[src/rtl/spi_flash_responder_if.sv]
// spi_flash_responder_if
//   Bundles the SPI pins and the backing-memory read port of the flash
//   responder.
//   master : drives the SPI pins (sck/ss/mosi) and the memory read data,
//            observes miso and the memory read request.
//   slave  : the responder itself.
//   Signals: spi_sck, spi_ss (active low), spi_mosi, spi_miso,
//            mem_ren (1-cycle strobe), mem_raddr (word address),
//            mem_rdata (valid one cycle after mem_ren).
interface spi_flash_responder_if;
    logic        spi_sck;
    logic        spi_ss;
    logic        spi_mosi;
    logic        spi_miso;
    logic        mem_ren;
    logic [21:0] mem_raddr;
    logic [31:0] mem_rdata;

    modport master (
        output spi_sck, spi_ss, spi_mosi, mem_rdata,
        input  spi_miso, mem_ren, mem_raddr
    );

    modport slave (
        input  spi_sck, spi_ss, spi_mosi, mem_rdata,
        output spi_miso, mem_ren, mem_raddr
    );
endinterface

[src/rtl/spi_flash_responder.sv]
// spi_flash_responder
//   SPI-flash responder (mode 0) that oversamples the SPI pins with the
//   system clock, decodes the READ command (opcode + 24-bit address) and
//   streams bytes MSB-first from a word-wide memory until chip select rises.
//   Ports:
//     clock, reset : system clock, synchronous active-high reset
//     bus (slave)  : SPI pins and backing-memory read port
//     busy         : synchronized chip select is asserted
//     cmd_err      : 1-cycle pulse when an unsupported opcode completes
module spi_flash_responder #(
    parameter logic [7:0] READ_CMD    = 8'h03,
    parameter int         SYNC_STAGES = 2
) (
    input  logic                 clock,
    input  logic                 reset,
    spi_flash_responder_if.slave bus,
    output logic                 busy,
    output logic                 cmd_err
);
    typedef enum logic [2:0] {
        ST_IDLE, ST_CMD, ST_ADDR, ST_FETCH, ST_DATA, ST_IGNORE
    } state_t;

    state_t state;

    // ---------------- pin synchronizers and edge detection ----------------
    logic [SYNC_STAGES-1:0] sck_sync, ss_sync, mosi_sync;
    logic sck_s, ss_s, mosi_s;
    logic sck_d, ss_d;
    logic sck_rise, sck_fall, ss_deassert;

    assign sck_s  = sck_sync[SYNC_STAGES-1];
    assign ss_s   = ss_sync[SYNC_STAGES-1];
    assign mosi_s = mosi_sync[SYNC_STAGES-1];

    always_ff @(posedge clock) begin
        // NOTE: sequential state uses non-blocking assignments so every flop
        // samples the pre-edge value of its neighbours, whatever the
        // statement order.
        if (reset) begin
            // Synchronizers restart at the idle pin levels, so a reset with
            // chip select still low cannot fabricate edges on release.
            sck_sync    <= '0;
            ss_sync     <= '1;
            mosi_sync   <= '0;
            sck_d       <= 1'b0;
            ss_d        <= 1'b1;
            sck_rise    <= 1'b0;
            sck_fall    <= 1'b0;
            ss_deassert <= 1'b0;
        end else begin
            sck_sync    <= {sck_sync[SYNC_STAGES-2:0], bus.spi_sck};
            ss_sync     <= {ss_sync[SYNC_STAGES-2:0], bus.spi_ss};
            mosi_sync   <= {mosi_sync[SYNC_STAGES-2:0], bus.spi_mosi};
            sck_d       <= sck_s;
            ss_d        <= ss_s;
            sck_rise    <= sck_s & ~sck_d;
            sck_fall    <= ~sck_s & sck_d;
            ss_deassert <= ss_s & ~ss_d;
        end
    end

    assign busy = ~ss_s;

    // ---------------- command / address / data engine ----------------
    logic [6:0]  op_shift;
    logic [4:0]  bit_cnt;
    logic [23:0] byte_addr;
    logic [31:0] word_buf;
    logic [31:0] next_buf;
    logic [7:0]  cur_byte;
    logic [2:0]  bit_idx;
    logic        miso_q;
    logic        ren_q;
    logic        ren_d;
    logic [21:0] raddr_q;

    logic [7:0]  opcode_full;
    logic [23:0] addr_full;
    logic [1:0]  next_off;

    assign opcode_full = {op_shift, mosi_s};
    assign addr_full   = {byte_addr[22:0], mosi_s};
    assign next_off    = byte_addr[1:0] + 2'd1;

    assign bus.spi_miso  = miso_q;
    assign bus.mem_ren   = ren_q;
    assign bus.mem_raddr = raddr_q;

    function automatic logic [7:0] pick_byte(input logic [31:0] w, input logic [1:0] off);
        case (off)
            2'd0:    return w[7:0];
            2'd1:    return w[15:8];
            2'd2:    return w[23:16];
            default: return w[31:24];
        endcase
    endfunction

    always_ff @(posedge clock) begin
        if (reset) begin
            state     <= ST_IDLE;
            op_shift  <= '0;
            bit_cnt   <= '0;
            byte_addr <= '0;
            word_buf  <= '0;
            next_buf  <= '0;
            cur_byte  <= '0;
            bit_idx   <= '0;
            miso_q    <= 1'b0;
            ren_q     <= 1'b0;
            ren_d     <= 1'b0;
            raddr_q   <= '0;
            cmd_err   <= 1'b0;
        end else begin
            // NOTE: strobes default low at the top of the clocked block so
            // each assertion below lasts exactly one cycle.
            ren_q   <= 1'b0;
            cmd_err <= 1'b0;
            ren_d   <= ren_q;
            // Every read returns here one cycle later; the fetch state also
            // takes its own copy, so only prefetched words matter in next_buf.
            if (ren_d) next_buf <= bus.mem_rdata;

            if (state != ST_IDLE && ss_deassert) begin
                state     <= ST_IDLE;
                op_shift  <= '0;
                bit_cnt   <= '0;
                byte_addr <= '0;
                bit_idx   <= '0;
                cur_byte  <= '0;
                miso_q    <= 1'b0;
                ren_d     <= 1'b0;  // drop a prefetch still in flight
            end else begin
                case (state)
                    ST_IDLE: begin
                        if (!ss_s) begin
                            state    <= ST_CMD;
                            bit_cnt  <= '0;
                            op_shift <= '0;
                        end
                    end
                    ST_CMD: begin
                        if (sck_rise) begin
                            op_shift <= opcode_full[6:0];
                            if (bit_cnt == 5'd7) begin
                                bit_cnt <= '0;
                                if (opcode_full == READ_CMD) begin
                                    state <= ST_ADDR;
                                end else begin
                                    cmd_err <= 1'b1;
                                    state   <= ST_IGNORE;
                                end
                            end else begin
                                bit_cnt <= bit_cnt + 5'd1;
                            end
                        end
                    end
                    ST_ADDR: begin
                        if (sck_rise) begin
                            byte_addr <= addr_full;
                            if (bit_cnt == 5'd23) begin
                                bit_cnt <= '0;
                                ren_q   <= 1'b1;
                                raddr_q <= addr_full[23:2];
                                state   <= ST_FETCH;
                            end else begin
                                bit_cnt <= bit_cnt + 5'd1;
                            end
                        end
                    end
                    ST_FETCH: begin
                        // The cycle with ren_q high is spent waiting; the
                        // data is on mem_rdata while ren_d is high.
                        if (ren_d) begin
                            word_buf <= bus.mem_rdata;
                            cur_byte <= pick_byte(bus.mem_rdata, byte_addr[1:0]);
                            bit_idx  <= '0;
                            state    <= ST_DATA;
                            if (byte_addr[1:0] == 2'd3) begin
                                ren_q   <= 1'b1;
                                raddr_q <= byte_addr[23:2] + 22'd1;
                            end
                        end
                    end
                    ST_DATA: begin
                        if (sck_fall) begin
                            miso_q <= cur_byte[7];
                            if (bit_idx == 3'd7) begin
                                bit_idx   <= '0;
                                byte_addr <= byte_addr + 24'd1;
                                if (next_off == 2'd0) begin
                                    word_buf <= next_buf;
                                    cur_byte <= next_buf[7:0];
                                end else begin
                                    cur_byte <= pick_byte(word_buf, next_off);
                                end
                                // Last byte of the word selected: fetch the
                                // following word a full byte-time ahead.
                                if (next_off == 2'd3) begin
                                    ren_q   <= 1'b1;
                                    raddr_q <= byte_addr[23:2] + 22'd1;
                                end
                            end else begin
                                bit_idx  <= bit_idx + 3'd1;
                                cur_byte <= {cur_byte[6:0], 1'b0};
                            end
                        end
                    end
                    ST_IGNORE: begin
                        miso_q <= 1'b0;
                    end
                    default: state <= ST_IDLE;
                endcase
            end
        end
    end
endmodule
[src/flat_wrapper.sv]
// flat-port wrapper written by rule: the top's interface ports become plain ports
module spi_flash_responder_flat 
#(
    parameter logic [7:0] READ_CMD    = 8'h03,
    parameter int         SYNC_STAGES = 2
)
  (clock, reset, busy, cmd_err, bus_spi_sck, bus_spi_ss, bus_spi_mosi, bus_mem_rdata, bus_spi_miso, bus_mem_ren, bus_mem_raddr);
  spi_flash_responder_if bus_i ();
  input  logic clock;
  input  logic reset;
  output logic busy;
  output logic cmd_err;
  input wire logic [$bits(bus_i.spi_sck)-1:0] bus_spi_sck;
  input wire logic [$bits(bus_i.spi_ss)-1:0] bus_spi_ss;
  input wire logic [$bits(bus_i.spi_mosi)-1:0] bus_spi_mosi;
  input wire logic [$bits(bus_i.mem_rdata)-1:0] bus_mem_rdata;
  output wire logic [$bits(bus_i.spi_miso)-1:0] bus_spi_miso;
  output wire logic [$bits(bus_i.mem_ren)-1:0] bus_mem_ren;
  output wire logic [$bits(bus_i.mem_raddr)-1:0] bus_mem_raddr;
  assign bus_i.spi_sck = bus_spi_sck;
  assign bus_i.spi_ss = bus_spi_ss;
  assign bus_i.spi_mosi = bus_spi_mosi;
  assign bus_i.mem_rdata = bus_mem_rdata;
  assign bus_spi_miso = bus_i.spi_miso;
  assign bus_mem_ren = bus_i.mem_ren;
  assign bus_mem_raddr = bus_i.mem_raddr;
  spi_flash_responder #(.READ_CMD(READ_CMD), .SYNC_STAGES(SYNC_STAGES)) u_core (.clock(clock), .reset(reset), .bus(bus_i), .busy(busy), .cmd_err(cmd_err));
endmodule
[config.mk]
export PLATFORM = sky130hd
export DESIGN_NAME = spi_flash_responder_flat
export DESIGN_NICKNAME = d
export VERILOG_FILES = /design/src/rtl/spi_flash_responder_if.sv /design/src/rtl/spi_flash_responder.sv /design/src/flat_wrapper.sv
export SDC_FILE = /design/constraint.sdc
export NUM_CORES = 1
export LEC_CHECK = 0
export ABC_AREA = 0
export ABC_CLOCK_PERIOD_IN_PS = 6900
export CELL_PAD_IN_SITES_DETAIL_PLACEMENT = 1
export CELL_PAD_IN_SITES_GLOBAL_PLACEMENT = 2
export CORE_ASPECT_RATIO = 0.7
export CORE_MARGIN = 10
export CORE_UTILIZATION = 38
export CTS_BUF_LIST = sky130_fd_sc_hd__clkbuf_4 sky130_fd_sc_hd__clkbuf_8 sky130_fd_sc_hd__clkbuf_16
export CTS_CLUSTER_DIAMETER = 80
export DETAILED_ROUTE_END_ITERATION = 16
export PLACE_DENSITY = 0.95
export SLEW_MARGIN = 20
export SYNTH_ARGS = -nofsm -noshare
export SYNTH_HDL_FRONTEND = slang
export SYNTH_SLANG_ARGS = --single-unit
[constraint.sdc]
create_clock -name clock -period 6.9 [get_ports clock]
set_clock_uncertainty 0.05 [all_clocks]
set_input_delay 1.38 -clock clock [delete_from_list [all_inputs] [get_ports clock]]
set_output_delay 1.38 -clock clock [all_outputs]
set_load 0.1 [all_outputs]
==> impl_metrics.toml <==
[worst_setup_path]
crit_required_ns = 5.47
critPathLaunchType = "flip-flop"
crit_type = "flip-flop to output pin"
critPathCaptureType = "output pin"
cp.arrival_ns = 2.11
path_cells = "inv_1 > clkdlybuf4s50_1"
cp_max_fo = 6
cpPeakStageDelay_ns = 1.16
worst_path_max_delay_cell = "clkdlybuf4s50_1"

[detailed_routing]
wl_um = 24400
drtAntennaViolNets = 0
via_per_inst = 5.78
first_pass_iters = 7
drc = 0
num_vias = 7141
drt_first_iter_violations = 616
post_drt_wl_per_cell_um = 19.8

[die]
boundaryPins = 63
fp.dieH_um = 139
rows = 43
die_w_um = 189
coreArea_um2 = 19700
dieArea_um2 = 26200
start_util_pct = 38.6

[synth]
synth.area.top_cells = "dfxtp_1, nand2_1, a21oi_1"
netlist_area_um2 = 7630
synth_cell_types = 68
yosys.area.top_type_share_pct = 37.5
synthCells = 954
synth-seq-cells = 143
yosysSeqAreaShare_pct = 37.5
synthTopCellsByCount = "dfxtp_1, nand2_1, a21oi_1"
synth_edf_count = 0
async_flop_share_pct = 0
synthMostInstantiatedCell = "dfxtp_1"
yosysTopAreaCell = "dfxtp_1"
synth_warnings = 0
avgSynthCellArea_um2 = 7.99
synth-main-ff-cell = "dfxtp_1"
synth_fp_nets = 1001

[place]
place_area_um2 = 8300
numPortBuffers = 62
dpl.hpwl_um = 16000
place_congestion = 0.857

[sta]
period_needed_ns = 3.54
rsz0062_at_grt = "false"
max_freq_mhz = 283
finalSetupViolCount = 0
hold_viol = 0
worstMarginPinSlew_ns = 1.01
whs_ns = 0.334
maxSlewViolCount = 0
setup_tns_ns = 0
slew_headroom_pct = 32.3
period_share_pct = 51.2

[grt]
grt_pass1_vias = 7244
grt_max_degree = 77
antenna_found_initial = 0
grt_usage_pct = 18.6
grt_overflow = 0
grt_first_pass_wirelength_um = 40100

[clocking]
numCtsBuffers = 17
cts_resized = 0
clk_pin_slew_ns = 0.06
ctsHoldBuffers = 0
ctsLongestPathBuffers = 2
cts_setup_buffers = 0
cts.sinks = 143
cts_tree = "done"
htreeDepth = 4
insertion_delay_ns = 0.43
root_buffer = "clkbuf_16"

[pwr]
ir_drop_mv = 0.126
p_leak_uw = 0.00296
power_density_nw_per_um2 = 209

[status]
outcome = "complete, no violations"

[cells_and_area]
num_antenna_cells = 0
utilization_pct = 45.0
num-nets-final = 1000
drive_above_1_share_pct = 8.60
fin_area_um2 = 8890
syn_to_final_growth_pct = 16.6

[min_path]
hp-class = "flip-flop to flip-flop"

[flow_run]
drv_cap = 0
## flip-flops by register name (all words and copies together), names as in the netlist, 2 cells and up
signal and cells:
u_core.bit_cnt 5, u_core.bit_idx 3, u_core.bus.mem_raddr 22, u_core.byte_addr 24, u_core.cur_byte 8, u_core.mosi_sync 2, u_core.next_buf 32, u_core.op_shift 7
u_core.sck_sync 2, u_core.ss_sync 2, u_core.state 3, u_core.word_buf 24
## power by group
group          internal (µW)  leakage [µW]  switching (µW)
clock                    541      0.000269             388
combinational           36.1       0.00153            59.5
sequential               829       0.00115            3.83
total                   1410       0.00296             452
## path summary, 6_finish.rpt
| path | startpoint | to | slack (ns) | depth (start not counted) |
|---|---|---|---|---|
| worst max-delay path | u_core.ss_sync[1] | busy | 3.36 | 2 |
| worst min-delay path | u_core.ss_d | u_core.ss_deassert | 0.33 | 1 |
| worst max register to register | u_core.state[1] | u_core.bus.mem_raddr[17] | 3.80 | 7 |
| worst min register to register | u_core.ss_d | u_core.ss_deassert | 0.33 | 1 |
## logic make-up after synthesis
family / Yosys count / share of synthesized area [%]
mux: 64 / 8.81
flops: 143 / 37.5
buf+inv: 104 / 5.45
fa+ha+maj: 10 / 1.64
compound gates: 240 / 20.7
xor+xnor: 10 / 1.15
simple gates: 383 / 24.7
## routing by layer
layer  vias to the layer above  GRT usage, %  wire length [µm]
met5                         -             0                 0
met4                         0          5.29               281
met3                        26          3.74              1280
met2                       168          26.2             10100
met1                      3515          27.8             12800
li1                       3432             -                 -
## through the flow
stage	setup slack [ns]	power, µW	instances
5_1_grt	3.31	1920	1235
6_report	3.36	1860	1235
3_5_place_dp	3.81	946	1204
3_3_place_gp	3.84	945	1204
4_1_cts	3.35	1870	1235
2_1_floorplan	4.23	902	954
## layout by cell type (no fill, tap or decap), types with 25 or more instances in the layout
master	count
a21oi_1	84
clkdlybuf4s50_1	61
dfxtp_1	142
mux2_2	25
mux2i_1	39
nand2_1	140
nor2_1	72
nor2b_1	32
o21ai_0	41
## critical path: cells and delay by family, from the launching register on
family	cells	cell delay [ns]
flops	1	0.40
buf+inv	2	1.28
## final cells by class
cell class	instances	area, µm²
clock buffers	19	440
clock inverters	12	138
fillers	2368	10900
inverters	12	45.0
multi-input cells	707	4370
flip-flops and latches	143	2860
well taps	270	338
repair buffers	72	693
Power figures use the tool's default switching activity.
